$ cat src/rtl/trap_ctrl_pkg.sv
// rtl/trap_ctrl_pkg.sv - shared cause codes, FSM encodings and CSR bit indices for trap_ctrl
package trap_ctrl_pkg;

    localparam logic [31:0] CAUSE_INST_MISALIGN = 32'h0000_0000;
    localparam logic [31:0] CAUSE_ILLEGAL       = 32'h0000_0002;
    localparam logic [31:0] CAUSE_BREAKPOINT    = 32'h0000_0003;
    localparam logic [31:0] CAUSE_LD_MISALIGN   = 32'h0000_0004;
    localparam logic [31:0] CAUSE_ST_MISALIGN   = 32'h0000_0006;
    localparam logic [31:0] CAUSE_ECALL_M       = 32'h0000_000B;
    localparam logic [31:0] CAUSE_M_EXT_IRQ     = 32'h8000_000B;

    localparam int MSTATUS_MIE = 3;

    typedef enum logic [1:0] {
        ST_IDLE     = 2'd0,
        ST_TRAP     = 2'd1,
        ST_RET      = 2'd2,
        ST_REDIRECT = 2'd3
    } trap_state_t;

endpackage

$ cat src/rtl/trap_ctrl_irq_sync.sv
// rtl/trap_ctrl_irq_sync.sv - irq_sync: 2-flop synchroniser with rising-edge pulse
module irq_sync (
    input  logic clk,
    input  logic rst,
    input  logic irq_async,
    output logic irq_rise
);

    logic sync_q1;
    logic sync_q2;
    logic sync_q3;

    // Two flops resolve metastability, the third remembers the previous level for edge detection
    always_ff @(posedge clk or posedge rst) begin
        if (rst) begin
            sync_q1 <= 1'b0;
            sync_q2 <= 1'b0;
            sync_q3 <= 1'b0;
        end else begin
            sync_q1 <= irq_async;
            sync_q2 <= sync_q1;
            sync_q3 <= sync_q2;
        end
    end

    assign irq_rise = sync_q2 & ~sync_q3;

endmodule

$ cat src/rtl/trap_ctrl.sv
// rtl/trap_ctrl.sv - machine-mode trap sequencer (optional TRAP_VECTORED_EN for vectored interrupts)
module trap_ctrl
    import trap_ctrl_pkg::*;
#(
    parameter int XLEN = 32
) (
    input  logic            clk,
    input  logic            rst,
    input  logic            valid_mem,
    input  logic [XLEN-1:0] pc_mem,
    input  logic [XLEN-1:0] inst_mem,
    input  logic [XLEN-1:0] mem_addr,
    input  logic            inst_misalign,
    input  logic            illegal,
    input  logic            ecall,
    input  logic            ebreak,
    input  logic            ld_misalign,
    input  logic            st_misalign,
    input  logic            mret_mem,
    input  logic            ext_irq,
    input  logic [XLEN-1:0] mstatus,
    input  logic [XLEN-1:0] mtvec_in,
    input  logic [XLEN-1:0] mepc_in,
    output logic            trap,
    output logic            mret,
    output logic [XLEN-1:0] mepc_out,
    output logic [XLEN-1:0] mcause_out,
    output logic [XLEN-1:0] mtval_out,
    output logic            flush,
    output logic            redirect,
    output logic [XLEN-1:0] redirect_pc
);

    trap_state_t     state;
    logic            irq_rise;
    logic            irq_pend;
    logic            irq_take;
    logic            ev_trap;
    logic            ev_ret;
    logic [XLEN-1:0] ev_cause;
    logic [XLEN-1:0] ev_tval;
    logic            take_trap;
    logic            take_ret;
    logic [XLEN-1:0] trap_base;
    logic [XLEN-1:0] trap_target;
    logic            unused_ok;

    irq_sync u_irq_sync (
        .clk       (clk),
        .rst       (rst),
        .irq_async (ext_irq),
        .irq_rise  (irq_rise)
    );

    assign irq_take = irq_pend & mstatus[MSTATUS_MIE];

    // Priority encode the MEM-stage events; interrupt first so a faulting instruction re-executes later
    always_comb begin
        ev_trap  = 1'b0;
        ev_ret   = 1'b0;
        ev_cause = '0;
        ev_tval  = '0;
        if (irq_take) begin
            ev_trap  = 1'b1;
            ev_cause = CAUSE_M_EXT_IRQ;
        end else if (inst_misalign) begin
            ev_trap  = 1'b1;
            ev_cause = CAUSE_INST_MISALIGN;
            ev_tval  = pc_mem;
        end else if (illegal) begin
            ev_trap  = 1'b1;
            ev_cause = CAUSE_ILLEGAL;
            ev_tval  = inst_mem;
        end else if (ebreak) begin
            ev_trap  = 1'b1;
            ev_cause = CAUSE_BREAKPOINT;
            ev_tval  = pc_mem;
        end else if (ecall) begin
            ev_trap  = 1'b1;
            ev_cause = CAUSE_ECALL_M;
        end else if (ld_misalign) begin
            ev_trap  = 1'b1;
            ev_cause = CAUSE_LD_MISALIGN;
            ev_tval  = mem_addr;
        end else if (st_misalign) begin
            ev_trap  = 1'b1;
            ev_cause = CAUSE_ST_MISALIGN;
            ev_tval  = mem_addr;
        end else if (mret_mem) begin
            ev_ret   = 1'b1;
        end
    end

    assign take_trap = (state == ST_IDLE) & valid_mem & ev_trap;
    assign take_ret  = (state == ST_IDLE) & valid_mem & ev_ret;
    assign flush     = (state != ST_IDLE) | take_trap | take_ret;

    // Target uses the cause latched in mcause_out while in TRAP
    assign trap_base = {mtvec_in[XLEN-1:2], 2'b00};
`ifdef TRAP_VECTORED_EN
    assign trap_target = (mcause_out[XLEN-1] && (mtvec_in[1:0] == 2'b01))
                       ? trap_base + {mcause_out[XLEN-3:0], 2'b00}
                       : trap_base;
`else
    assign trap_target = trap_base;
`endif

    assign unused_ok = ^{mstatus, mtvec_in[1:0], mcause_out[XLEN-2]};

    // Pending latch: cleared when the interrupt is taken, otherwise set by a synchronised rising edge
    always_ff @(posedge clk or posedge rst) begin
        if (rst) begin
            irq_pend <= 1'b0;
        end else if (take_trap && irq_take) begin
            irq_pend <= 1'b0;
        end else if (irq_rise) begin
            irq_pend <= 1'b1;
        end
    end

    // Sequencer FSM with registered CSR strobes and redirect
    always_ff @(posedge clk or posedge rst) begin
        if (rst) begin
            state       <= ST_IDLE;
            trap        <= 1'b0;
            mret        <= 1'b0;
            mepc_out    <= '0;
            mcause_out  <= '0;
            mtval_out   <= '0;
            redirect    <= 1'b0;
            redirect_pc <= '0;
        end else begin
            trap     <= 1'b0;
            mret     <= 1'b0;
            redirect <= 1'b0;
            case (state)
                ST_IDLE: begin
                    redirect_pc <= '0;
                    if (take_trap) begin
                        state      <= ST_TRAP;
                        trap       <= 1'b1;
                        mepc_out   <= pc_mem;
                        mcause_out <= ev_cause;
                        mtval_out  <= ev_tval;
                    end else if (take_ret) begin
                        state      <= ST_RET;
                        mret       <= 1'b1;
                        mepc_out   <= mepc_in;
                        mcause_out <= '0;
                        mtval_out  <= '0;
                    end
                end
                ST_TRAP: begin
                    state       <= ST_REDIRECT;
                    redirect    <= 1'b1;
                    redirect_pc <= trap_target;
                    mepc_out    <= '0;
                    mcause_out  <= '0;
                    mtval_out   <= '0;
                end
                ST_RET: begin
                    state       <= ST_REDIRECT;
                    redirect    <= 1'b1;
                    redirect_pc <= mepc_in;
                    mepc_out    <= '0;
                end
                default: begin
                    state       <= ST_IDLE;
                    redirect_pc <= '0;
                end
            endcase
        end
    end

endmodule

$ cat config.mk
export PLATFORM = sky130hd
export DESIGN_NAME = trap_ctrl
export DESIGN_NICKNAME = d
export VERILOG_FILES = /design/src/rtl/trap_ctrl_pkg.sv /design/src/rtl/trap_ctrl_irq_sync.sv /design/src/rtl/trap_ctrl.sv
export SDC_FILE = /design/constraint.sdc
export NUM_CORES = 1
export LEC_CHECK = 0
export CORE_ASPECT_RATIO = 1.25
export CORE_MARGIN = 3
export CORE_UTILIZATION = 23
export DETAILED_ROUTE_END_ITERATION = 12
export SETUP_SLACK_MARGIN = 0.4
export SLEW_MARGIN = 30
export SYNTH_ARGS = -nofsm -noshare
export SYNTH_HDL_FRONTEND = slang
export SYNTH_SLANG_ARGS = --single-unit
$ cat constraint.sdc
create_clock -name clk -period 3.7 [get_ports clk]
set_clock_uncertainty 0.2 [all_clocks]
set_input_delay 0.37 -clock clk [delete_from_list [all_inputs] [get_ports clk]]
set_output_delay 0.37 -clock clk [all_outputs]
set_load 0.02 [all_outputs]
Yosys cells after proc, flatten, opt, wreduce, memory -nomap -nowiden
Index checks and enable logic that the tools add are counted.

Equality and inequality tests: 3. Muxes and demuxes: 49. Bitwise logic cells: 8. Reduce and logical (&&, ||, !) cells: 9.

Operators by type and width (number): 32-bit 2-to-1 mux (13); 32-bit case mux with 2 select lines (4); 1-bit 2-to-1 mux (23); 4-bit 2-to-1 mux (4); 2-bit nonzero test (4); 3-bit 2-to-1 mux (2); 1-bit AND (5); 2-bit 2-to-1 mux (2); 2-bit case mux with 2 select lines (1); 2-bit AND reduction (2); 3-bit != test, second input constant (1); 2-bit by 1-bit equality test with 1-bit output, second input constant (1); 2-bit equality test, second input constant (1); 2-bit logical NOT (1); 1-bit OR (2); 2-bit OR reduction (1); 1-bit logical AND (1); 1-bit NOT (1).

Bits in registers: 137. Output and inout port bits: 132. Word-level logic and storage cells: 81.

Depth between registers and ports, before layout
Word-level depth: 12. Depth in mapped cells: 7.

Modules after synthesis
A second synthesis with hierarchy kept.

Cells, all modules: 556. Area, all modules: 6129.6 um^2.

Modules (own cells, without submodules): trap_ctrl (instances 1, cells an instance 551, area an instance 6037.0 um^2); irq_sync (instances 1, cells an instance 5, area an instance 92.6 um^2).

Worst setup path after synthesis
Ideal clock, no wire load.

Path type: reg-to-reg. Start point: reg state[1]. End point: reg mtval_out[0]. Setup time: 0.066 ns. Arrival time: 1.767 ns. Data required time: 3.434 ns. Path slack: 1.666 ns. Stages on the path, launching flop included: 8. Cell sequence: dfrtp_1 inv_1 ha_1 and3b_1 nand2_1 a21oi_1 clkbuf_1 a32o_2.

Cells in the longest elaborated chain, start to end: 5.

Ends and longest elaborated chain: start: declaration (line trap_ctrl.sv:34) `trap_state_t state;`; start signal: assignment (line trap_ctrl.sv:124) `state <= ST_IDLE;`; start signal: assignment (line trap_ctrl.sv:140) `state <= ST_TRAP;`; start signal: assignment (line trap_ctrl.sv:146) `state <= ST_RET;`; 2-bit logical NOT (line trap_ctrl.sv:94, trap_ctrl.sv:95, trap_ctrl.sv:136); 1-bit AND (line trap_ctrl.sv:94, trap_ctrl.sv:95); 1-bit AND, on equally long branches (line trap_ctrl.sv:94, trap_ctrl.sv:95); 32-bit 2-to-1 mux / 3-bit != test (equally long branches); 32-bit case mux with 2 select lines / 2-bit AND reduction (equally long branches); end signal: assignment (line trap_ctrl.sv:144) `mtval_out <= ev_tval;`; end: declaration (line trap_ctrl.sv:28) `output logic [XLEN-1:0] mtval_out,`.

Several ways; a longest one is shown, not always the timed one. A chain may end at the register's enable or synchronous reset.

Worst setup path after layout
Start point: in ld_misalign. End point: out flush.

Cells in the longest elaborated chain, start to end: 9.

Ends and longest elaborated chain: start: declaration (line trap_ctrl.sv:17) `input logic ld_misalign,`; 1-bit 2-to-1 mux (line trap_ctrl.sv:81) `end else if (ld_misalign) begin`; 1-bit 2-to-1 mux (line trap_ctrl.sv:78) `end else if (ecall) begin`; 1-bit 2-to-1 mux (line trap_ctrl.sv:74) `end else if (ebreak) begin`; 1-bit 2-to-1 mux (line trap_ctrl.sv:70) `end else if (illegal) begin`; 1-bit 2-to-1 mux (line trap_ctrl.sv:66) `end else if (inst_misalign) begin`; 1-bit 2-to-1 mux (line trap_ctrl.sv:63) `if (irq_take) begin`; 1-bit AND (line trap_ctrl.sv:94) `assign take_trap = (state == ST_IDLE) & valid_mem & ev_trap;`; 1-bit OR (line trap_ctrl.sv:96) `assign flush = (state != ST_IDLE) | take_trap | take_ret;`; 1-bit OR * (line trap_ctrl.sv:96); end: declaration (line trap_ctrl.sv:29) `output logic flush,`.

Every way passes the cells marked *; elsewhere a longest branch is shown, timed or not.

==> reports/metrics.cfg <==
[setup_path]
rr_endpoint = mtval_out[8]$_DFFE_PP0P_
crit_chain = clkdlybuf4s50_1, nor4_4, a31oi_1, nor2_1, inv_1, clkdlybuf4s50_1
reg2reg_depth = 7
worst_ep_arrival_time_ps = 2550
crit_top_cell = clkdlybuf4s50_1
crit_path_max_fanout = 4
crit_end = flush
worstSetupStartpoint = ld_misalign
crit_path_end_kind = output pin
critPathKind = input port to output pin
crit_slowest_cell = clkdlybuf4s50_1
r2r_setup_slack_ps = 1290
r2r-start = state[0]$_DFFE_PP0P_
cp-start-kind = input port
critPathRequiredTime_ps = 3130
max_stage_delay_ps = 600

[die]
start_util_pct = 23.5
die_h_um = 189
std_cell_rows = 66
core_um2 = 26200
io_pins = 335
dieArea_um2 = 28700
die_w_um = 152

[global_routing]
grt.busiest_layer = met2
grt_use_met2_pct = 26.6
use_met1_pct = 20.1
grt_pass1_vias = 5547
grt_pass1_wl_um = 35200
grt_use_met3_pct = 3.91
grt_overflow = 0
grt_max_degree = 111
antenna_found_initial = 1
track_usage_pct = 16.0

[clocking]
cts_tree = done
cts_num_sinks = 110
numCtsBuffers = 9
clk_pin_slew_worst_paths_ps = 70
postCtsSetupBuffers = 0
root_buffer = clkbuf_16
cts.path.max_buffers = 2
clock_latency_ps = 360
cts_resized = 0
ctsHoldBuffers = 0
h-tree-depth = 3

[route]
routed_via_density = 4.65
antenna_left = 0
wl_per_cell_um = 20.7
drtIter0Drc = 379
vias = 5376
drtPass1Iterations = 4
post-route-drc-count = 0
totalWireLength_um = 24000

[layout]
postLayoutCellArea_um2 = 9420
postLayoutCoreUtil_pct = 36.0
area_growth_pct = 53.3
layout-drive-gt1-share_pct = 16.1
final_common_cell = clkdlybuf4s50_1
most-common-layout-cells = 272 x clkdlybuf4s50_1, 110 x dfrtp_1, 39 x inv_1
final_nets = 1015

[yosys]
synthCells = 555
synth_edf_count = 0
syn_area_um2 = 6150
synth_largest_area_cell = dfrtp_1
async_flop_share_pct = 100
synth_area_leaders = dfrtp_1 45%, o2bb2ai_2 7.3%, mux2_4 6.8%
synth_flop_cell = dfrtp_1
ys_ff_latch = 110
synth_cell_types = 41
synth_top_area_share_pct = 44.8
yosysSeqAreaShare_pct = 44.8
syn_avg_cell_area_um2 = 11.1
synth_warnings = 0

[sta]
final.setup.tns_ps = 0
period_share_pct = 84.4
layout_min_cycle_time_ps = 3120
setup_viol = 0
hold_viol_final = 0
worst_slew_pin_slew_ps = 902
max_freq_ghz = 0.320
relSlewSlack_pct = 39.9
slew_violations = 0
rsz0062_at_grt = no

[pwr]
peakVddDrop_uv = 333
leakagePower_nw = 4.11
cellPowerDensity_nw_per_um2 = 706

[placement]
placed_area_um2 = 9130
port_buffers = 274
dp_hpwl_um = 17300
gp_congestion = 0.849

[flow_run]
maxCapViolCount = 0

[status]
status = complete, no violations

[hold_path]
min_path_type = register to register

==> worst min path at each step <==
stage	from	end	slack (ps)	cells past startpoint
after floorplan	u_irq_sync.sync_q1$_DFF_PP0_	u_irq_sync.sync_q2$_DFF_PP0_	130	0
after global placement	u_irq_sync.sync_q1$_DFF_PP0_	u_irq_sync.sync_q2$_DFF_PP0_	140	0
after detailed placement	u_irq_sync.sync_q1$_DFF_PP0_	u_irq_sync.sync_q2$_DFF_PP0_	140	0
after CTS	u_irq_sync.sync_q1$_DFF_PP0_	u_irq_sync.sync_q2$_DFF_PP0_	160	0
after global routing	u_irq_sync.sync_q1$_DFF_PP0_	u_irq_sync.sync_q2$_DFF_PP0_	170	0
final	u_irq_sync.sync_q1$_DFF_PP0_	u_irq_sync.sync_q2$_DFF_PP0_	160	0
==> Yosys cell counts (26+ instances only) <==
| cell type | count |
|---|---|
| a22oi_1 | 30 |
| mux2_4 | 28 |
| a32o_2 | 26 |
| a221o_1 | 33 |
| nor2b_1 | 32 |
| nor2_1 | 35 |
| o2bb2ai_2 | 30 |
| inv_1 | 40 |
| buf_4 | 27 |
| dfrtp_1 | 110 |
| nand2_1 | 37 |
| clkbuf_1 | 30 |
| a21oi_1 | 34 |
==> metal layers <==
metal / wire length [µm] / part of all wire (%) / up-vias
met5: 0 / 0 / -
met4: 763 / 3.2 / 0
met3: 1510 / 6.3 / 38
met2: 11600 / 48 / 215
met1: 10100 / 42 / 2646
li1: - / - / 2477
==> stage by stage <==
| stage | instances | total power [mW] | hold slack, ps | setup slack (ps) |
|---|---|---|---|---|
| final | 1155 | 6.66 | 163 | 579 |
| after global routing | 1154 | 7.02 | 174 | 423 |
| after CTS | 1153 | 6.75 | 162 | 556 |
| after detailed placement | 1137 | 5.72 | 144 | 566 |
| after global placement | 1137 | 5.69 | 135 | 583 |
| after floorplan | 581 | 4.04 | 131 | 1670 |
==> sequential cells by signal, indices dropped and copies added (netlist names) <==
name and cells:
mepc_out 32, mtval_out 32, redirect_pc 32, mcause_out 5, state 2, irq_pend 1, mret 1, redirect 1
trap 1, u_irq_sync.sync_q1 1, u_irq_sync.sync_q2 1, u_irq_sync.sync_q3 1
==> power by group <==
group	total (mW)	switching, mW	internal [mW]	leakage, nW
Clock	1.00	0.478	0.526	0.137
Combinational	3.68	1.98	1.71	2.50
Sequential	1.97	0.272	1.70	1.47
Total	6.66	2.73	3.93	4.11
==> cell families (layout without fill, tap and decap cells) <==
| kind of cell | after synthesis | count (layout) | synth area share (%) |
|---|---|---|---|
| mux | 32 | 32 | 7.57 |
| flops | 110 | 110 | 44.8 |
| compound gates | 177 | 177 | 27.5 |
| fa+ha+maj | 4 | 4 | 0.814 |
| simple gates | 117 | 117 | 9.46 |
| other cells | 1 | 29 | 0.0610 |
| buf+inv | 114 | 346 | 9.81 |
==> worst max-delay path, delay by kind of cell <==
family	cells	cell delay (ps)
AO/OA/AOI/OAI	1	210
AND/OR/NAND/NOR	2	830
buffers and inverters	3	1130
==> area by class of cell <==
type	instances	area, µm²
antenna	2	5.00
clock buffer	12	236
clock inverter	4	47.5
fill	2613	16800
inverter	40	154
multi-input combinational	357	2910
sequential	110	2750
tap	340	425
timing repair buffer	290	2890
Power figures use the tool's default switching activity.
